File: src/rtl/adder_pkg.sv
// adder_pkg -- shared definitions for the multi-cycle ripple adder.
//   state_t       : FSM state encoding (IDLE, RUN, DONE)
//   DEFAULT_WIDTH : default operand/sum width
//   DEFAULT_SLICE : default number of bits added per RUN cycle
package adder_pkg;

  localparam int DEFAULT_WIDTH = 16;
  localparam int DEFAULT_SLICE = 4;

  typedef enum logic [1:0] {
    IDLE = 2'd0,
    RUN  = 2'd1,
    DONE = 2'd2
  } state_t;

endpackage

File: src/rtl/adder_slice.sv
// adder_slice -- combinational SLICE-bit adder with carry in/out.
// Ports:
//   A, B   : SLICE-bit operands
//   C_in   : carry into bit 0
//   S      : SLICE-bit sum
//   C_out  : carry out of bit SLICE-1
module adder_slice #(
  parameter int SLICE = 4
) (
  input  logic [SLICE-1:0] A,
  input  logic [SLICE-1:0] B,
  input  logic             C_in,
  output logic [SLICE-1:0] S,
  output logic             C_out
);

  assign {C_out, S} = {1'b0, A} + {1'b0, B} + {{SLICE{1'b0}}, C_in};

endmodule

File: src/rtl/adder_multicycle.sv
// adder_multicycle -- adds two WIDTH-bit operands plus a carry-in, SLICE bits
// per clock, reusing a single adder_slice over N = WIDTH/SLICE RUN cycles.
//
// Handshake: start is sampled at a rising edge while the FSM is in IDLE or
// DONE; operands are captured on that edge. busy is high for the N RUN cycles,
// then done pulses for exactly one cycle while S/C_out (and V) present the new
// result. start during RUN is ignored. Results hold until the next completion
// or reset.
//
// Ports:
//   clk    : clock, rising edge
//   rst    : synchronous active-high reset
//   start  : begin an addition
//   A, B   : WIDTH-bit operands
//   C_in   : carry into bit 0
//   busy   : high while in RUN
//   done   : one-cycle completion pulse (DONE state)
//   S      : registered WIDTH-bit sum
//   C_out  : registered carry out of bit WIDTH-1
//   V      : registered two's-complement overflow (only with ADDER_OVERFLOW_EN)
//
// Configuration macro: ADDER_OVERFLOW_EN adds the V output and its logic.
module adder_multicycle
  import adder_pkg::*;
#(
  parameter int WIDTH = DEFAULT_WIDTH,
  parameter int SLICE = DEFAULT_SLICE
) (
  input  logic             clk,
  input  logic             rst,
  input  logic             start,
  input  logic [WIDTH-1:0] A,
  input  logic [WIDTH-1:0] B,
  input  logic             C_in,
  output logic             busy,
  output logic             done,
  output logic [WIDTH-1:0] S,
  output logic             C_out
`ifdef ADDER_OVERFLOW_EN
  ,
  output logic             V
`endif
);

  localparam int N  = WIDTH / SLICE;
  localparam int CW = (N > 1) ? $clog2(N) : 1;
  localparam logic [CW-1:0] LAST_K = CW'(N - 1);

  // Current FSM state; kept as a named signal so checkers can bind to it.
  state_t state;
  state_t next_state;

  logic [WIDTH-1:0] a_q;
  logic [WIDTH-1:0] b_q;
  logic [WIDTH-1:0] psum_q;
  logic [WIDTH-1:0] psum_next;
  logic             carry_q;
  logic [CW-1:0]    k_q;

  logic [SLICE-1:0] a_sl;
  logic [SLICE-1:0] b_sl;
  logic [SLICE-1:0] s_sl;
  logic             c_sl;
  logic             last_slice;
  logic             accept;

  assign busy       = (state == RUN);
  assign done       = (state == DONE);
  assign last_slice = (k_q == LAST_K);
  // start is only honoured outside RUN
  assign accept     = start && (state != RUN);

  assign a_sl = a_q[k_q*SLICE +: SLICE];
  assign b_sl = b_q[k_q*SLICE +: SLICE];

  adder_slice #(.SLICE(SLICE)) u_slice (
    .A     (a_sl),
    .B     (b_sl),
    .C_in  (carry_q),
    .S     (s_sl),
    .C_out (c_sl)
  );

  // Partial sum with the current slice merged in, so the final edge can load
  // S with the complete result in one step.
  always_comb begin
    psum_next = psum_q;
    psum_next[k_q*SLICE +: SLICE] = s_sl;
  end

  always_ff @(posedge clk) begin
    if (rst) state <= IDLE;
    else     state <= next_state;
  end

  always_comb begin
    next_state = state;
    case (state)
      IDLE:    if (start) next_state = RUN;
      RUN:     if (last_slice) next_state = DONE;
      DONE:    next_state = start ? RUN : IDLE;
      default: next_state = IDLE;
    endcase
  end

  always_ff @(posedge clk) begin
    if (rst) begin
      a_q     <= '0;
      b_q     <= '0;
      psum_q  <= '0;
      carry_q <= 1'b0;
      k_q     <= '0;
      S       <= '0;
      C_out   <= 1'b0;
    end else if (accept) begin
      a_q     <= A;
      b_q     <= B;
      psum_q  <= '0;
      carry_q <= C_in;
      k_q     <= '0;
    end else if (state == RUN) begin
      psum_q  <= psum_next;
      carry_q <= c_sl;
      if (last_slice) begin
        S     <= psum_next;
        C_out <= c_sl;
      end else begin
        // counter stops at N-1, never wraps mid-operation
        k_q   <= k_q + 1'b1;
      end
    end
  end

`ifdef ADDER_OVERFLOW_EN
  // Carry into the MSB is recovered from the MSB sum bit and its operands.
  logic carry_into_msb;
  assign carry_into_msb = a_q[WIDTH-1] ^ b_q[WIDTH-1] ^ s_sl[SLICE-1];

  always_ff @(posedge clk) begin
    if (rst) begin
      V <= 1'b0;
    end else if (!accept && state == RUN && last_slice) begin
      V <= carry_into_msb ^ c_sl;
    end
  end
`endif

endmodule

File: config.mk
export PLATFORM = sky130hd
export DESIGN_NAME = adder_multicycle
export DESIGN_NICKNAME = d
export VERILOG_FILES = /design/src/rtl/adder_pkg.sv /design/src/rtl/adder_slice.sv /design/src/rtl/adder_multicycle.sv
export SDC_FILE = /design/constraint.sdc
export NUM_CORES = 1
export LEC_CHECK = 0
export BUFFER_PORTS_ARGS = -buffer_cell sky130_fd_sc_hd__buf_2
export CAP_MARGIN = 10
export CORE_AREA = 2 2 80 82
export CTS_BUF_LIST = sky130_fd_sc_hd__clkbuf_16
export DETAILED_ROUTE_END_ITERATION = 7
export DIE_AREA = 0 0 82 84
export GPL_TIMING_DRIVEN = 0
export PLACE_DENSITY = 0.8
export SLEW_MARGIN = 40
export SYNTH_ARGS = -nofsm -noshare
export SYNTH_HDL_FRONTEND = slang
export SYNTH_HIERARCHICAL = 1
export SYNTH_SLANG_ARGS = --single-unit
File: constraint.sdc
create_clock -name clk -period 3.2 [get_ports clk]
set_input_delay 0.32 -clock clk [delete_from_list [all_inputs] [get_ports clk]]
set_output_delay 0.32 -clock clk [all_outputs]
set_load 0.005 [all_outputs]
==> flow_summary.json <==
{
  "finalPower_mw": 2.16,
  "synth-seq-cells": 70,
  "period_share_pct": 94.1,
  "track_usage_pct": 24.9,
  "cts_made_buffers": 9,
  "status": "completed",
  "grt_pass1_wl_mm": 12.9,
  "cts_tree": "built",
  "nFillCells": 515,
  "initial_core_util_pct": 54.2,
  "htreeDepth": 3,
  "period_minus_slack_ps": 3010,
  "drive_gt1_share_pct": 26.0,
  "p_per_area_nw_per_um2": 544,
  "ioPinCount": 55,
  "criticalPathCategory": "flip-flop to flip-flop",
  "synth_top_flop_cell": "dfxtp_1",
  "endpoint_kind": "flip-flop",
  "overflow": 0,
  "dp_hpwl_mm": 5.38,
  "synthMostInstantiatedCell": "dfxtp_1",
  "die_h_um": 84,
  "avgSynthCellArea_sq_um": 9.41,
  "drt_iter0_markers": 154,
  "relSlewSlack_pct": 65.3,
  "dp_cells": 480,
  "ys_warn_count": 6,
  "post_synth_inst_count": 351,
  "ant_nets": 0,
  "num_vias": 2868,
  "post_cts_buffers": 0,
  "grt_antenna_before_repair": 0,
  "timing.critical_path.buf_inv": 1,
  "preCtsSetupSlack_ps": 92.0,
  "synth_fp_nets": 398,
  "wl_per_cell_um": 15.6,
  "wirelength_mm": 7.74,
  "fin_area_sq_um": 3970,
  "hold_viol": 0,
  "ys_types": 44,
  "setup_ws_ps": 188,
  "die_area_sq_um": 6890,
  "gp_congestion": 0.875,
  "cp_top_family": "compound AO/OA/AOI/OAI gates",
  "synth_area_sq_um": 3300,
  "placement.io_buffers": 52,
  "grt_max_degree": 13,
  "cpPeakStageDelay_ps": 550,
  "drv_slew": 0,
  "antenna_cells": 0,
  "routed_via_density": 5.78,
  "cp.required_ps": 3400,
  "worstPathCellList": "buf_4 -> mux4_2 -> fa_1 -> a21o_1 -> a21oi_2 -> xnor2_2 -> nor2b_4 -> a221oi_1 -> nor3_1",
  "yosysTopAreaCell": "dfxtp_1",
  "clock_skew_ps": 3.78,
  "placed_area_sq_um": 3660,
  "grt_pass1_vias": 2701,
  "hold_class": "primary input to flip-flop",
  "synth_top_area_share_pct": 42.4,
  "async_flop_share_pct": 0,
  "arrival_ps": 3220,
  "layout.nets": 461,
  "yosysSeqAreaShare_pct": 42.4,
  "synthTopCellsByArea": "dfxtp_1, mux4_2, a21oi_1",
  "dr.pass1.iters": 4,
  "slowest_stage": "mux4_2",
  "final.hold.worst_slack_ps": 219,
  "max_freq_mhz": 332,
  "fp.coreArea_sq_um": 6100,
  "final_cells": 496,
  "area_growth_pct": 20.1,
  "cts_max_path_buffers": 2,
  "tns_ps": 0,
  "rsz0062_at_grt": "false",
  "rows": 29,
  "clock_latency_ps": 330,
  "crit_path_max_fanout": 10,
  "clock-sinks": 70,
  "maxCapViolations": 0,
  "fin_util_pct": 65.0,
  "finalSetupViolCount": 0,
  "die_x_um": 82,
  "leakage_nw": 1.58,
  "synth_edf_count": 0,
  "synthTopCellsByCount": "dfxtp_1, a21oi_1, o21ai_0",
  "root_buffer": "clkbuf_16",
  "worst_pin_slew_ps": 521,
  "path_clk_slew_ps": 60,
  "crit_path_start_kind": "flip-flop",
  "ir_drop_v": 0.000328,
  "holdBufCountCts": 0,
  "drc_errors": 0
}
[sequential cells by signal, indices dropped and copies added (netlist names)]
register,flops
state,2
psum_q,16
b_q,16
k_q,2
C_out,1
a_q,16
S,16
carry_q,1
[kinds of logic (layout without fill, tap and decap cells)]
kind of cell | after synthesis | in the layout | share of synthesized area, %
AO/OA/AOI/OAI | 106 | 106 | 20.7
XOR/XNOR | 3 | 3 | 0.796
adder cells (fa/ha/maj) | 11 | 11 | 4.62
buffers and inverters | 47 | 115 | 8.22
flip-flops | 70 | 70 | 42.4
multiplexers | 9 | 9 | 5.76
AND/OR/NAND/NOR | 105 | 105 | 17.4
[worst paths after layout]
check,start,endpoint,slack [ps],depth (start not counted)
worst min-delay path,rst,S[8],220,2
worst min register to register,a_q[8],a_q[8],470,2
worst max-delay path,k_q[0],S[7],190,9
worst max register to register,k_q[0],S[7],190,9
[timing repair]
item                       4_1_cts  5_1_grt
setup endpoints to repair        0        3
hold endpoints to repair         0        0
resized for setup                0        5
[cells in the final DEF, fill, tap and decap left out, drive strengths merged, types with 3 or more instances in the layout]
master and count:
nor3 12, a32oi 12, a21oi 36, nor2 32, xnor2 3, nand2 3
clkbuf 26, nor3b 3, a311oi 4, ha 9, o21ai 34, nand2b 6
nand4b 4, nand3b 4, mux4 8, inv 12, nand3 32, buf 69
a22o 4, clkinv 4, a221oi 12, dfxtp 70
[area by class of cell]
cell class	count	area, sq um	share of cell area, %
Clock inverter	7	65.1	1.64
Inverter	12	45.0	1.14
Clock buffer	9	225	5.68
Sequential cell	70	1400	35.3
Multi-Input combinational cell	234	1640	41.5
Timing Repair Buffer	52	260	6.56
Buffer	35	228	5.74
Tap cell	77	96.3	2.43
[per-layer routing]
metal / share of wire, % / wire length [um] / vias up / global-route usage (%)
met5: 0 / 0 / - / 0
met2: 48 / 3720 / 99 / 37.3
met4: 2.9 / 225 / 0 / 13.3
li1: - / - / 1412 / -
met1: 44 / 3420 / 1338 / 33.7
met3: 4.9 / 376 / 19 / 4.33
[power by group]
group	switching (mW)	internal (mW)	leakage (nW)
Clock	0.369	0.595	0.134
Sequential	0.0164	0.902	0.570
Combinational	0.160	0.113	0.875
(Power assumes the default switching activity.)
